<file path="src/rtl/tcdm_bank_pkg.sv">
// Shared types for the TCDM bank test-and-set adapter.
// FSM state encoding and the response record held in the FIFO.
package tcdm_bank_pkg;

  localparam int unsigned RSP_DW = 32;
  localparam int unsigned RSP_IW = 8;

  typedef enum logic {
    IDLE     = 1'b0,
    TS_WRITE = 1'b1
  } state_e;

  typedef struct packed {
    logic [RSP_DW-1:0] data;
    logic [RSP_IW-1:0] id;
  } rsp_t;

endpackage

</file>
<file path="src/rtl/tcdm_bank_rsp_fifo.sv">
// Small response buffer between the bank and the interconnect.
// Registered head; the head reads as zero while empty.
module tcdm_bank_rsp_fifo
  import tcdm_bank_pkg::*;
#(
  parameter int unsigned DW    = 32,
  parameter int unsigned IW    = 8,
  parameter int unsigned DEPTH = 2,
  parameter int unsigned PW    = (DEPTH > 1) ? $clog2(DEPTH) : 1,
  parameter int unsigned CW    = $clog2(DEPTH + 1)
) (
  input  logic          clk,
  input  logic          rst_n,
  input  logic          push,
  input  logic [DW-1:0] push_data,
  input  logic [IW-1:0] push_id,
  input  logic          pop,
  output logic [DW-1:0] pop_data,
  output logic [IW-1:0] pop_id,
  output logic          full,
  output logic          empty,
  output logic [CW-1:0] count
);

  rsp_t          mem [DEPTH];
  rsp_t          head;
  rsp_t          entry;
  logic [PW-1:0] wr_ptr;
  logic [PW-1:0] rd_ptr;
  logic          do_push;
  logic          do_pop;

  assign full    = (count == CW'(DEPTH));
  assign empty   = (count == '0);
  assign do_push = push & ~full;
  assign do_pop  = pop & ~empty;
  assign head    = mem[rd_ptr];

  // Widen the incoming response into the shared record layout.
  always_comb begin
    entry      = '0;
    entry.data = RSP_DW'(push_data);
    entry.id   = RSP_IW'(push_id);
  end

  assign pop_data = empty ? '0 : head.data[DW-1:0];
  assign pop_id   = empty ? '0 : head.id[IW-1:0];

  // Ring-buffer pointers, occupancy and storage.
  always_ff @(posedge clk) begin
    if (!rst_n) begin
      wr_ptr <= '0;
      rd_ptr <= '0;
      count  <= '0;
    end else begin
      if (do_push) begin
        mem[wr_ptr] <= entry;
        wr_ptr <= (wr_ptr == PW'(DEPTH - 1)) ? '0 : wr_ptr + 1'b1;
      end
      if (do_pop) begin
        rd_ptr <= (rd_ptr == PW'(DEPTH - 1)) ? '0 : rd_ptr + 1'b1;
      end
      count <= count + CW'(do_push) - CW'(do_pop);
    end
  end

endmodule

</file>
<file path="src/rtl/tcdm_bank_ts_adapter.sv">
// TCDM bank adapter: credit-based grant, 2-deep response buffer,
// and atomic test-and-set as a read followed by an all-ones write.
module tcdm_bank_ts_adapter
  import tcdm_bank_pkg::*;
#(
  parameter int unsigned DW        = 32,
  parameter int unsigned AW        = 11,
  parameter int unsigned IW        = 8,
  parameter bit          WRITE_RSP = 1'b1
) (
  input  logic            clk_i,
  input  logic            rst_ni,
  input  logic            tcdm_req_i,
  output logic            tcdm_gnt_o,
  input  logic [AW-1:0]   tcdm_add_i,
  input  logic            tcdm_wen_i,
  input  logic [DW-1:0]   tcdm_data_i,
  input  logic [DW/8-1:0] tcdm_be_i,
  input  logic [IW-1:0]   tcdm_id_i,
  input  logic            tcdm_ts_i,
  output logic            tcdm_r_valid_o,
  input  logic            tcdm_r_ready_i,
  output logic [DW-1:0]   tcdm_r_data_o,
  output logic [IW-1:0]   tcdm_r_id_o,
  output logic            tcdm_r_opc_o,
  output logic            sram_req_o,
  output logic            sram_we_o,
  output logic [AW-1:0]   sram_add_o,
  output logic [DW-1:0]   sram_wdata_o,
  output logic [DW/8-1:0] sram_be_o,
  input  logic [DW-1:0]   sram_rdata_i
);

  state_e        state;
  logic          pend_push;
  logic          pend_rd;
  logic [IW-1:0] pend_id;
  logic [AW-1:0] ts_add;
  logic [1:0]    fifo_cnt;
  logic          fifo_full;
  logic          fifo_empty;
  logic          pop;
  logic [2:0]    occ;
  logic          credit;
  logic [DW-1:0] push_data;

  assign pop    = tcdm_r_valid_o & tcdm_r_ready_i;
  assign occ    = {1'b0, fifo_cnt} + {2'b0, pend_push} - {2'b0, pop};
  assign credit = (occ < 3'd2) & ~(fifo_full & ~pop);

  assign tcdm_gnt_o = rst_ni & (state == IDLE)
                    & tcdm_req_i & credit;

  assign tcdm_r_valid_o = ~fifo_empty;
  assign tcdm_r_opc_o   = 1'b0;

  // Reads and test-and-set return bank data; writes return zero.
  assign push_data = pend_rd ? sram_rdata_i : '0;

  // Bank port: granted access, or the set half of test-and-set.
  always_comb begin
    sram_req_o   = 1'b0;
    sram_we_o    = 1'b0;
    sram_add_o   = tcdm_add_i;
    sram_wdata_o = tcdm_data_i;
    sram_be_o    = tcdm_be_i;
    if (rst_ni) begin
      unique case (1'b1)
        (state == TS_WRITE): begin
          sram_req_o   = 1'b1;
          sram_we_o    = 1'b1;
          sram_add_o   = ts_add;
          sram_wdata_o = '1;
          sram_be_o    = '1;
        end
        tcdm_gnt_o: begin
          sram_req_o = 1'b1;
          sram_we_o  = ~tcdm_wen_i;
        end
        default: ;
      endcase
    end
  end

  // FSM plus the one-cycle bookkeeping for responses in flight.
  always_ff @(posedge clk_i) begin
    if (!rst_ni) begin
      state     <= IDLE;
      pend_push <= 1'b0;
      pend_rd   <= 1'b0;
      pend_id   <= '0;
      ts_add    <= '0;
    end else begin
      pend_push <= tcdm_gnt_o & (tcdm_wen_i | WRITE_RSP);
      pend_rd   <= tcdm_gnt_o & tcdm_wen_i;
      if (tcdm_gnt_o) begin
        pend_id <= tcdm_id_i;
        ts_add  <= tcdm_add_i;
      end
      unique case (state)
        IDLE: begin
          if (tcdm_gnt_o & tcdm_wen_i & tcdm_ts_i) begin
            state <= TS_WRITE;
          end
        end
        TS_WRITE: state <= IDLE;
      endcase
    end
  end

  tcdm_bank_rsp_fifo #(
    .DW    (DW),
    .IW    (IW),
    .DEPTH (2)
  ) u_rsp_fifo (
    .clk       (clk_i),
    .rst_n     (rst_ni),
    .push      (pend_push),
    .push_data (push_data),
    .push_id   (pend_id),
    .pop       (pop),
    .pop_data  (tcdm_r_data_o),
    .pop_id    (tcdm_r_id_o),
    .full      (fifo_full),
    .empty     (fifo_empty),
    .count     (fifo_cnt)
  );

endmodule

</file>
<file path="config.mk">
export PLATFORM = sky130hd
export DESIGN_NAME = tcdm_bank_ts_adapter
export DESIGN_NICKNAME = d
export VERILOG_FILES = /design/src/rtl/tcdm_bank_pkg.sv /design/src/rtl/tcdm_bank_rsp_fifo.sv /design/src/rtl/tcdm_bank_ts_adapter.sv
export SDC_FILE = /design/constraint.sdc
export NUM_CORES = 1
export LEC_CHECK = 0
export BUFFER_PORTS_ARGS = -buffer_cell sky130_fd_sc_hd__buf_2
export CAP_MARGIN = 25
export CORE_MARGIN = 1.5
export CORE_UTILIZATION = 41
export CTS_CLUSTER_SIZE = 30
export DETAILED_ROUTE_END_ITERATION = 7
export HOLD_SLACK_MARGIN = 0.15
export PLACE_DENSITY = 0.72
export SLEW_MARGIN = 10
export SYNTH_ARGS = -nofsm -noshare
export SYNTH_HDL_FRONTEND = slang
export SYNTH_SLANG_ARGS = --single-unit
</file>
<file path="constraint.sdc">
create_clock -name clk_i -period 9.5 [get_ports clk_i]
set_input_delay 0.475 -clock clk_i [delete_from_list [all_inputs] [get_ports clk_i]]
set_output_delay 0.475 -clock clk_i [all_outputs]
set_load 0.02 [all_outputs]
</file>
==> impl_metrics.toml, run 1 <==
[cells_and_area]
nFillCells = 1008
multi_input_area_um2 = 1720
drive_gt1_frac = 0.420
syn_to_final_growth_pct = 26.0
layout.area.seq_um2 = 2940
layout.nets = 659
diodes = 0

[setup_path]
cp_max_fo = 22
r2r_cells = 8
start_kind = "register"
end_kind = "primary output"
cp.required_ns = 9.03
r2r-end = "state"
reg2reg_from = "u_rsp_fifo.count[1]"
cp_slowest_cell = "and4b_1"
rrSetupSlack_ns = 6.12
path_delay_family = "simple AND/OR/NAND/NOR gates"
cpPeakStageDelay_ns = 0.73
path_depth = 8
crit_type = "register to primary output"
crit_chain = "o21a_1 > ha_1 > nand2b_1 > fa_1 > and4b_1 > nand3_2 > inv_2 > buf_2"
path_buf_inv = 2
arrival_ns = 3.70
worstSetupEndpoint = "tcdm_gnt_o"
critPathLaunch = "u_rsp_fifo.count[1]"

[grt]
antenna_found_initial = 1
overflow = 0
grt_pass1_wl_mm = 17.0
grt_max_degree = 50
first_global_vias = 3431
grtUsageTotal = 0.174

[routing]
firstDrtPassIters = 4
drt_iter0_markers = 67
totalWireLength_mm = 10.6
wl_per_cell_um = 15.0
num_vias = 3535
met3_length_um = 658
wl_met1_mm = 4.26
dr.max_layer_used = "met4"
drc_errors = 0
avgViaCountPerCell = 4.98
dr_wl_met2_mm = 5.57
drtAntennaViolNets = 0

[yosys]
yosys.area_share.simple = 0.185
synth_top_family_by_area = "simple AND/OR/NAND/NOR gates"
synth_xor_area_frac = 0.00544
avgSynthCellArea_um2 = 12.3
syn-cell-area_um2 = 4830
ys_seq_area_frac = 0.609
yosysWarningCount = 0
synth_cells = 393
synth_compound_area_frac = 0.0406
syn-num-nets = 490
synth_cell_type_count = 35
synthMuxAreaShare = 0.108
synth_seq_cells = 107
synth_adder_area_share = 0.0119

[clock_network]
cts_tree = "done"
cts_root_buffer = "clkbuf_16"
cts.sinks = 107
cts-buffers-inserted = 9
hold_buffers = 0
clk_latency_ns = 0.34
cts_resized = 0
cts.path.max_buffers = 2
post_cts_buffers = 0
h-tree-depth = 3
path_clk_slew_ns = 0.07

[timing]
timing.final.ws_setup_ns = 5.32
fin_crit_ns = 4.18
finalSetupTns_ns = 0
rsz0062_at_grt = "no"
report.final.slew_viol_count = 0
slew_headroom = 0.349
worst_slew_pin_slew_ns = 0.977
fin_crit_sh = 0.440
fin_skew_ns = 0.00837
max_freq_ghz = 0.239
finalSetupViolCount = 0
finalHoldViolations = 0

[place]
place_hpwl_mm = 7.33
dpl_worst_slack_ns = 5.68
io_buffers = 183
globalplace.congestion = 0.786

[power_and_ir_drop]
pwr_density_cell_nw_per_um2 = 250
p_leak_nw = 2.62
ir_worst_vdd_mv = 0.159

[floorplanning]
die_h_um = 112
die_x_um = 112
die_area_um2 = 12400
core_um2 = 11500
fp-row-count = 39
initial_core_util = 0.421
io_pins = 185

[worst_hold_path]
hold_class = "input port to register"

[run_status]
status = "finished clean"

[run]
cap_viol_max_count = 0
-- placed cells by master (no fill, tap or decap), drive strengths merged, types with 12 or more instances in the layout --
master,count
buf,187
edfxtp,80
nor2,45
mux2i,40
nand2b,37
and2,35
dfxtp,27
nand2,21
o21ai,21
nand4,19
clkbuf,12
-- worst min-delay path by stage --
stage / startpoint / to / slack [ns] / cells after the start
finish: tcdm_id_i[7] / pend_id[7] / 0.39 / 3
global route: tcdm_wen_i / pend_rd / 0.40 / 2
CTS: tcdm_id_i[7] / pend_id[7] / 0.38 / 3
detailed placement: pend_id[7] / u_rsp_fifo.mem[1][7] / 0.44 / 0
global placement: pend_id[7] / u_rsp_fifo.mem[0][7] / 0.43 / 0
floorplan: pend_id[0] / u_rsp_fifo.mem[0][0] / 0.43 / 0
-- cells in the mapped netlist, drive strengths merged --
cell type  number  area share
fa              1      0.0041
nand2          21       0.016
a21oi           1      0.0010
inv             7      0.0054
and4b           1      0.0021
nand3           1      0.0021
nor2b           1      0.0013
nand4          19       0.025
conb            1     0.00078
and3            2      0.0026
mux2i          40       0.083
buf            14       0.020
nor2           45       0.035
o21ai          21       0.037
nor4            1      0.0013
clkbuf         15       0.014
xnor2           2      0.0036
nand2b         37       0.048
or3b            1      0.0023
or3             1      0.0013
ha              3      0.0078
xor2            1      0.0018
nor3            1      0.0010
and2           35       0.045
o21a            2      0.0031
nor3b           1      0.0016
edfxtp         80        0.50
mux2           11       0.026
dfxtp          27        0.11
-- power breakdown --
group | internal [W] | switching, W | leakage (nW)
Combinational | 0.000195 | 0.000355 | 1.50
Clock | 0.000178 | 0.000156 | 0.131
Sequential | 0.000592 | 0.0000447 | 0.990
-- registers in the layout, summed over array words and instances (netlist names), named ones only --
signal and flops:
u_rsp_fifo.mem 80, u_rsp_fifo.count 2, pend_id 8, ts_add 11, u_rsp_fifo.wr_ptr 1, pend_rd 1
state 1, u_rsp_fifo.rd_ptr 1, pend_push 1
-- metal layers --
metal  track usage  up-vias
li1              -     1706
met1         0.200     1657
met4        0.0574        0
met3        0.0321       12
met2         0.324      160
met5             0        -
-- layout make-up --
cell class	instances	area share
clock buffers	12	0.0388
clock inverters	4	0.00411
inverters	7	0.00431
multi-input cells	250	0.283
flip-flops and latches	107	0.483
well taps	143	0.0294
repair buffers	187	0.157
-- cells by family after synthesis --
logic type / after synthesis
XOR/XNOR: 3
adder cells (fa/ha/maj): 4
other: 1
multiplexers: 51
flip-flops: 107
buffers and inverters: 36
AND/OR/NAND/NOR: 167
AO/OA/AOI/OAI: 24
-- through the flow --
stage               hold slack (ns)   util  instances  instance area [um^2]  total power [W]
floorplan                     0.425      -        393                  4830          0.00104
global placement              0.434  0.507        693                  5810          0.00117
detailed placement            0.441  0.507        693                  5810          0.00119
CTS                           0.380  0.530        709                  6070          0.00153
global route                  0.399  0.531        710                  6090          0.00161
finish                        0.387  0.531        710                  6090          0.00152
-- worst min-delay path: cells and delay by family --
family | cells | cell delay [ns]
buf+inv | 1 | 0.07
simple gates | 1 | 0.08
compound gates | 1 | 0.06
Power figures use the tool's default switching activity.
==> run 2: changes to the inputs <==
Clock period 9.5 ns to 3.93 ns, I/O delays scaled along.
==> run 2 against run 1 <==
Net effect:
- global-route usage grew 0.85 points
- final cell count grew 3.4%
- total power grew 150%
- highest routed layer unchanged
- core utilization grew 2.2 points
- non-clock buffer count grew 22
==> impl_metrics.toml, run 2 (synthesized netlist as in run 1, its figures left out) <==
[run_status]
status = "finished clean"

[routing]
totalWireLength_mm = 11.3
drc_errors = 0
drt_iter0_markers = 175
num_vias = 3581
firstDrtPassIters = 4
wl_per_cell_um = 15.4
avgViaCountPerCell = 4.88
drtAntennaViolNets = 0

[setup_path]
path_delay_family = "buffers and inverters"
end_kind = "primary output"
cp_slowest_cell = "dfxtp_1"
cp.required_ns = 3.73
start_kind = "register"
path_buf_inv = 3
cp_max_fo = 20
cpPeakStageDelay_ns = 0.57
arrival_ns = 3.11
crit_chain = "o21a_1 > ha_1 > nand2b_1 > fa_1 > and4b_1 > buf_4 > nand3_2 > inv_2 > buf_2"
crit_type = "register to primary output"

[clock_network]
cts.path.max_buffers = 2
cts-buffers-inserted = 9
clk_latency_ns = 0.33
cts.sinks = 107
cts_resized = 0
post_cts_buffers = 0
h-tree-depth = 3
path_clk_slew_ns = 0.07
cts_root_buffer = "clkbuf_16"
cts_tree = "done"

[place]
io_buffers = 183
placedCellCount = 696
dpl_worst_slack_ns = 0.931
globalplace.congestion = 0.881
place_hpwl_mm = 7.82

[floorplanning]
die_x_um = 112
fp-row-count = 39
initial_core_util = 0.421
core_um2 = 11500
die_area_um2 = 12400
io_pins = 185
die_h_um = 112

[cells_and_area]
largest_reg_flops = 80
final_cell_count_no_fill = 734
utilization = 0.553
drive_gt1_frac = 0.413
regMostFlops = "u_rsp_fifo.mem"
final_common_cell = "buf_2"
layout.nets = 681
syn_to_final_growth_pct = 31.2
reg_top3 = "u_rsp_fifo.mem (80), ts_add (11), pend_id (8)"
final_cell_mix = "buf_2, edfxtp_1, nor2_1, mux2i_1, nand2b_1"

[power_and_ir_drop]
ir_worst_vdd_mv = 0.481
pwr_density_cell_nw_per_um2 = 594
p_leak_nw = 2.72

[timing]
fin_crit_ns = 3.30
worst_slew_pin_slew_ns = 0.997
timing.final.ws_setup_ns = 0.628
finalHoldViolations = 0
fin_crit_sh = 0.840
whs_ns = 0.172
max_freq_ghz = 0.303
rsz0062_at_grt = "no"
finalSetupViolCount = 0
fin_skew_ns = 0.00908
slew_headroom = 0.335
finalSetupTns_ns = 0
report.final.slew_viol_count = 0

[run]
cap_viol_max_count = 0

[grt]
first_global_vias = 3589
antenna_found_initial = 2
grtUsageTotal = 0.182
overflow = 0
grt_pass1_wl_mm = 17.6
grt_max_degree = 50

[worst_hold_path]
hold_class = "input port to register"
run 2: cell type report:
| cell class | instances | area (um^2) |
|---|---|---|
| timing repair buffer | 209 | 1160 |
| clock buffer | 11 | 264 |
| tap | 143 | 179 |
| clock inverter | 5 | 32.5 |
| sequential | 107 | 2940 |
| multi-input combinational | 250 | 1730 |
| fill | 953 | 5120 |
| inverter | 7 | 26.3 |
| antenna | 2 | 5.00 |
run 2: report_power, final:
part | total [W] | internal [W] | switching (W)
Combinational | 0.00131 | 0.000487 | 0.000820
Clock | 0.000874 | 0.000486 | 0.000388
Sequential | 0.00158 | 0.00143 | 0.000153
run 2: timing repair:
action | in CTS | in global routing
endpoints found under the setup margin | 0 | 0
hold buffers | 20 | 0
endpoints found under the hold margin | 21 | 0
run 2: worst reg2reg max path: cells and delay by family (launching register included):
kind	cells	cell delay [ns]
AOI/OAI and AO/OA	2	0.28
buffers and inverters	3	0.83
adders and majority gates	2	0.71
and+or+nand+nor	3	0.50
DFF	1	0.57
run 2: stage by stage:
stage / power, W / cell area, um^2
after floorplan: 0.00251 / 4840
after global placement: 0.00287 / 5840
after detailed placement: 0.00292 / 5840
after CTS: 0.00381 / 6340
after global routing: 0.00399 / 6340
final: 0.00377 / 6340
run 2: path summary, 6_finish.rpt:
check | endpoint | slack, ns | depth (start not counted) | start
worst max-delay path | tcdm_gnt_o | 0.63 | 9 | u_rsp_fifo.count[1]
worst min-delay path | u_rsp_fifo.mem[1][16] | 0.17 | 2 | sram_rdata_i[8]
worst max register to register | pend_id[5] | 0.93 | 10 | u_rsp_fifo.count[1]
worst min register to register | u_rsp_fifo.mem[1][3] | 0.46 | 0 | pend_id[3]
run 2: layer usage:
metal	track usage	up-vias	wire, um
met4	0.0920	0	265
met2	0.333	153	5830
met3	0.0299	12	601
met5	0	-	0
li1	-	1753	-
met1	0.205	1663	4610
==> run 3: changes to the inputs <==
Settings changed: PLACE_DENSITY 0.72 to 0.74.
Clock period 3.93 ns to 2.9 ns, I/O delays scaled along.
==> run 3 against run 2 <==
Net effect:
- count of clock-buffer cells in the layout fell by 1
- register-to-register slack got worse by 0.41 ns
- worst setup slack worse by 0.38 ns
- die area stayed put
- routed wire length up 1.2%
- global-route usage is 0.067 points lower
- clock skew down 0.0022 ns
- critical path type unchanged
- critical endpoint is now sram_we_o
- largest cell class unchanged
- highest routed layer unchanged
==> impl_metrics.toml, run 3 (synthesized netlist as in run 1, its figures left out) <==
[grt]
grtUsageTotal = 0.182
grt_pass1_wl_mm = 17.7
grt_max_degree = 42
first_global_vias = 3675
overflow = 0
antenna_found_initial = 1

[power_and_ir_drop]
p_seq_frac = 0.411
netSwitchingFraction = 0.358
ir_worst_vdd_mv = 0.426
combPwrFrac = 0.362
p_sw_w = 0.00185
p_int_w = 0.00331
clkPwrFrac = 0.227
pwr_density_cell_nw_per_um2 = 770
p_leak_nw = 2.88

[setup_path]
arrival_ns = 2.51
r2r_cells = 9
start_kind = "register"
crit_type = "register to primary output"
end_kind = "primary output"
cp.required_ns = 2.76
cp_max_fo = 6

[cells_and_area]
nFillCells = 922
final_cell_count_no_fill = 771
reg_top3 = "u_rsp_fifo.mem (80), ts_add (11), pend_id (8)"
syn_to_final_growth_pct = 38.5
layout.nets = 718
final_common_cell = "buf_2"
drive_gt1_frac = 0.395
largest_reg_flops = 80
final_cell_mix = "buf_2, edfxtp_1, dlygate4sd3_1, nor2_1, mux2i_1"
fin_area_um2 = 6690
regMostFlops = "u_rsp_fifo.mem"

[timing]
slew_headroom = 0.330
rsz0062_at_grt = "no"
fin_crit_sh = 0.915
max_freq_ghz = 0.377
finalSetupViolCount = 0
fin_crit_ns = 2.65
timing.final.ws_setup_ns = 0.246
report.final.slew_viol_count = 0
fin_skew_ns = 0.00684
finalSetupTns_ns = 0
finalHoldViolations = 0
worst_slew_pin_slew_ns = 1.00
whs_ns = 0.242

[routing]
num_vias = 3747
drc_errors = 0
firstDrtPassIters = 5
wl_per_cell_um = 14.8
totalWireLength_mm = 11.4
avgViaCountPerCell = 4.86
drtAntennaViolNets = 0
drt_iter0_markers = 140

[clock_network]
cts_tree = "done"
clk_latency_ns = 0.34
cts-buffers-inserted = 9
h-tree-depth = 3
cts_root_buffer = "clkbuf_16"
cts.sinks = 107
cts.path.max_buffers = 2
post_cts_buffers = 0
path_clk_slew_ns = 0.07

[place]
globalplace.congestion = 0.862
dpl_worst_slack_ns = 0.385
placed_area_um2 = 5880
placedCellCount = 701
place_hpwl_mm = 7.67
io_buffers = 183

[worst_hold_path]
holdPathStages = 3
hold_class = "input port to register"

[floorplanning]
core_um2 = 11500
fp-row-count = 39
die_h_um = 112
die_area_um2 = 12400
initial_core_util = 0.421
die_x_um = 112
io_pins = 185

[run_status]
status = "finished clean"

[run]
cap_viol_max_count = 0
-- run 3: changes by cell type in the layout (fill, tap and decap cells not counted), sizes merged --
cell,previous run,this run
dlygate4sd3,20,52
buf,189,194
clkinv,2,4
inv,9,7
bufinv,0,1
clkbuf,11,10
-- run 3: worst max-delay path: stages, from the launching register on --
cell and delay (ns):
dfxtp_2 0.36, o21a_1 0.17, ha_1 0.27, nand2b_1 0.16, fa_1 0.48, and4b_1 0.23, nand3_2 0.13, o21ai_0 0.18
buf_2 0.20
-- run 3: path summary, 6_finish.rpt --
| check | end | from | slack, ns |
|---|---|---|---|
| min | state | tcdm_ts_i | 0.24 |
| max | sram_we_o | u_rsp_fifo.count[0] | 0.25 |
| min reg2reg | u_rsp_fifo.mem[0][7] | pend_id[7] | 0.46 |
| max reg2reg | pend_id[4] | u_rsp_fifo.count[0] | 0.52 |
-- run 3: per-stage QoR --
step | util | power (W)
after floorplan | - | 0.00340
after global placement | 0.513 | 0.00392
after detailed placement | 0.513 | 0.00397
after CTS | 0.583 | 0.00520
after global routing | 0.583 | 0.00543
final | 0.584 | 0.00516
-- run 3: area by class of cell --
type	count	area, um^2	area share
diodes	2	5.00	0.000748
clock buffers	10	229	0.0342
clock inverters	6	56.3	0.00841
inverters	7	28.8	0.00430
multi-input cells	250	1730	0.259
flip-flops and latches	107	2950	0.440
well taps	143	179	0.0267
repair buffers	246	1520	0.227
-- run 3: power by group through the flow --
| stage | Combinational (W) | Clock, W | Sequential (W) |
|---|---|---|---|
| 2_1_floorplan | 0.00135 | 0 | 0.00205 |
| 3_3_place_gp | 0.00178 | 0 | 0.00214 |
| 3_5_place_dp | 0.00182 | 0 | 0.00215 |
| 4_1_cts | 0.00188 | 0.00120 | 0.00212 |
| 5_1_grt | 0.00203 | 0.00125 | 0.00215 |
| 6_report | 0.00187 | 0.00117 | 0.00212 |
-- run 3: timing repair --
item / in CTS / in global routing
resized for setup: 0 / 2
endpoints found under the setup margin: 0 / 1
hold endpoints to repair: 85 / 0
hold buffers: 52 / 0
-- run 3: layer usage --
| metal | vias to the layer above | routed length, um | GRT usage |
|---|---|---|---|
| met4 | 0 | 114 | 0.0506 |
| met2 | 164 | 6010 | 0.338 |
| met5 | - | 0 | 0 |
| li1 | 1821 | - | - |
| met1 | 1754 | 4630 | 0.208 |
| met3 | 8 | 691 | 0.0430 |
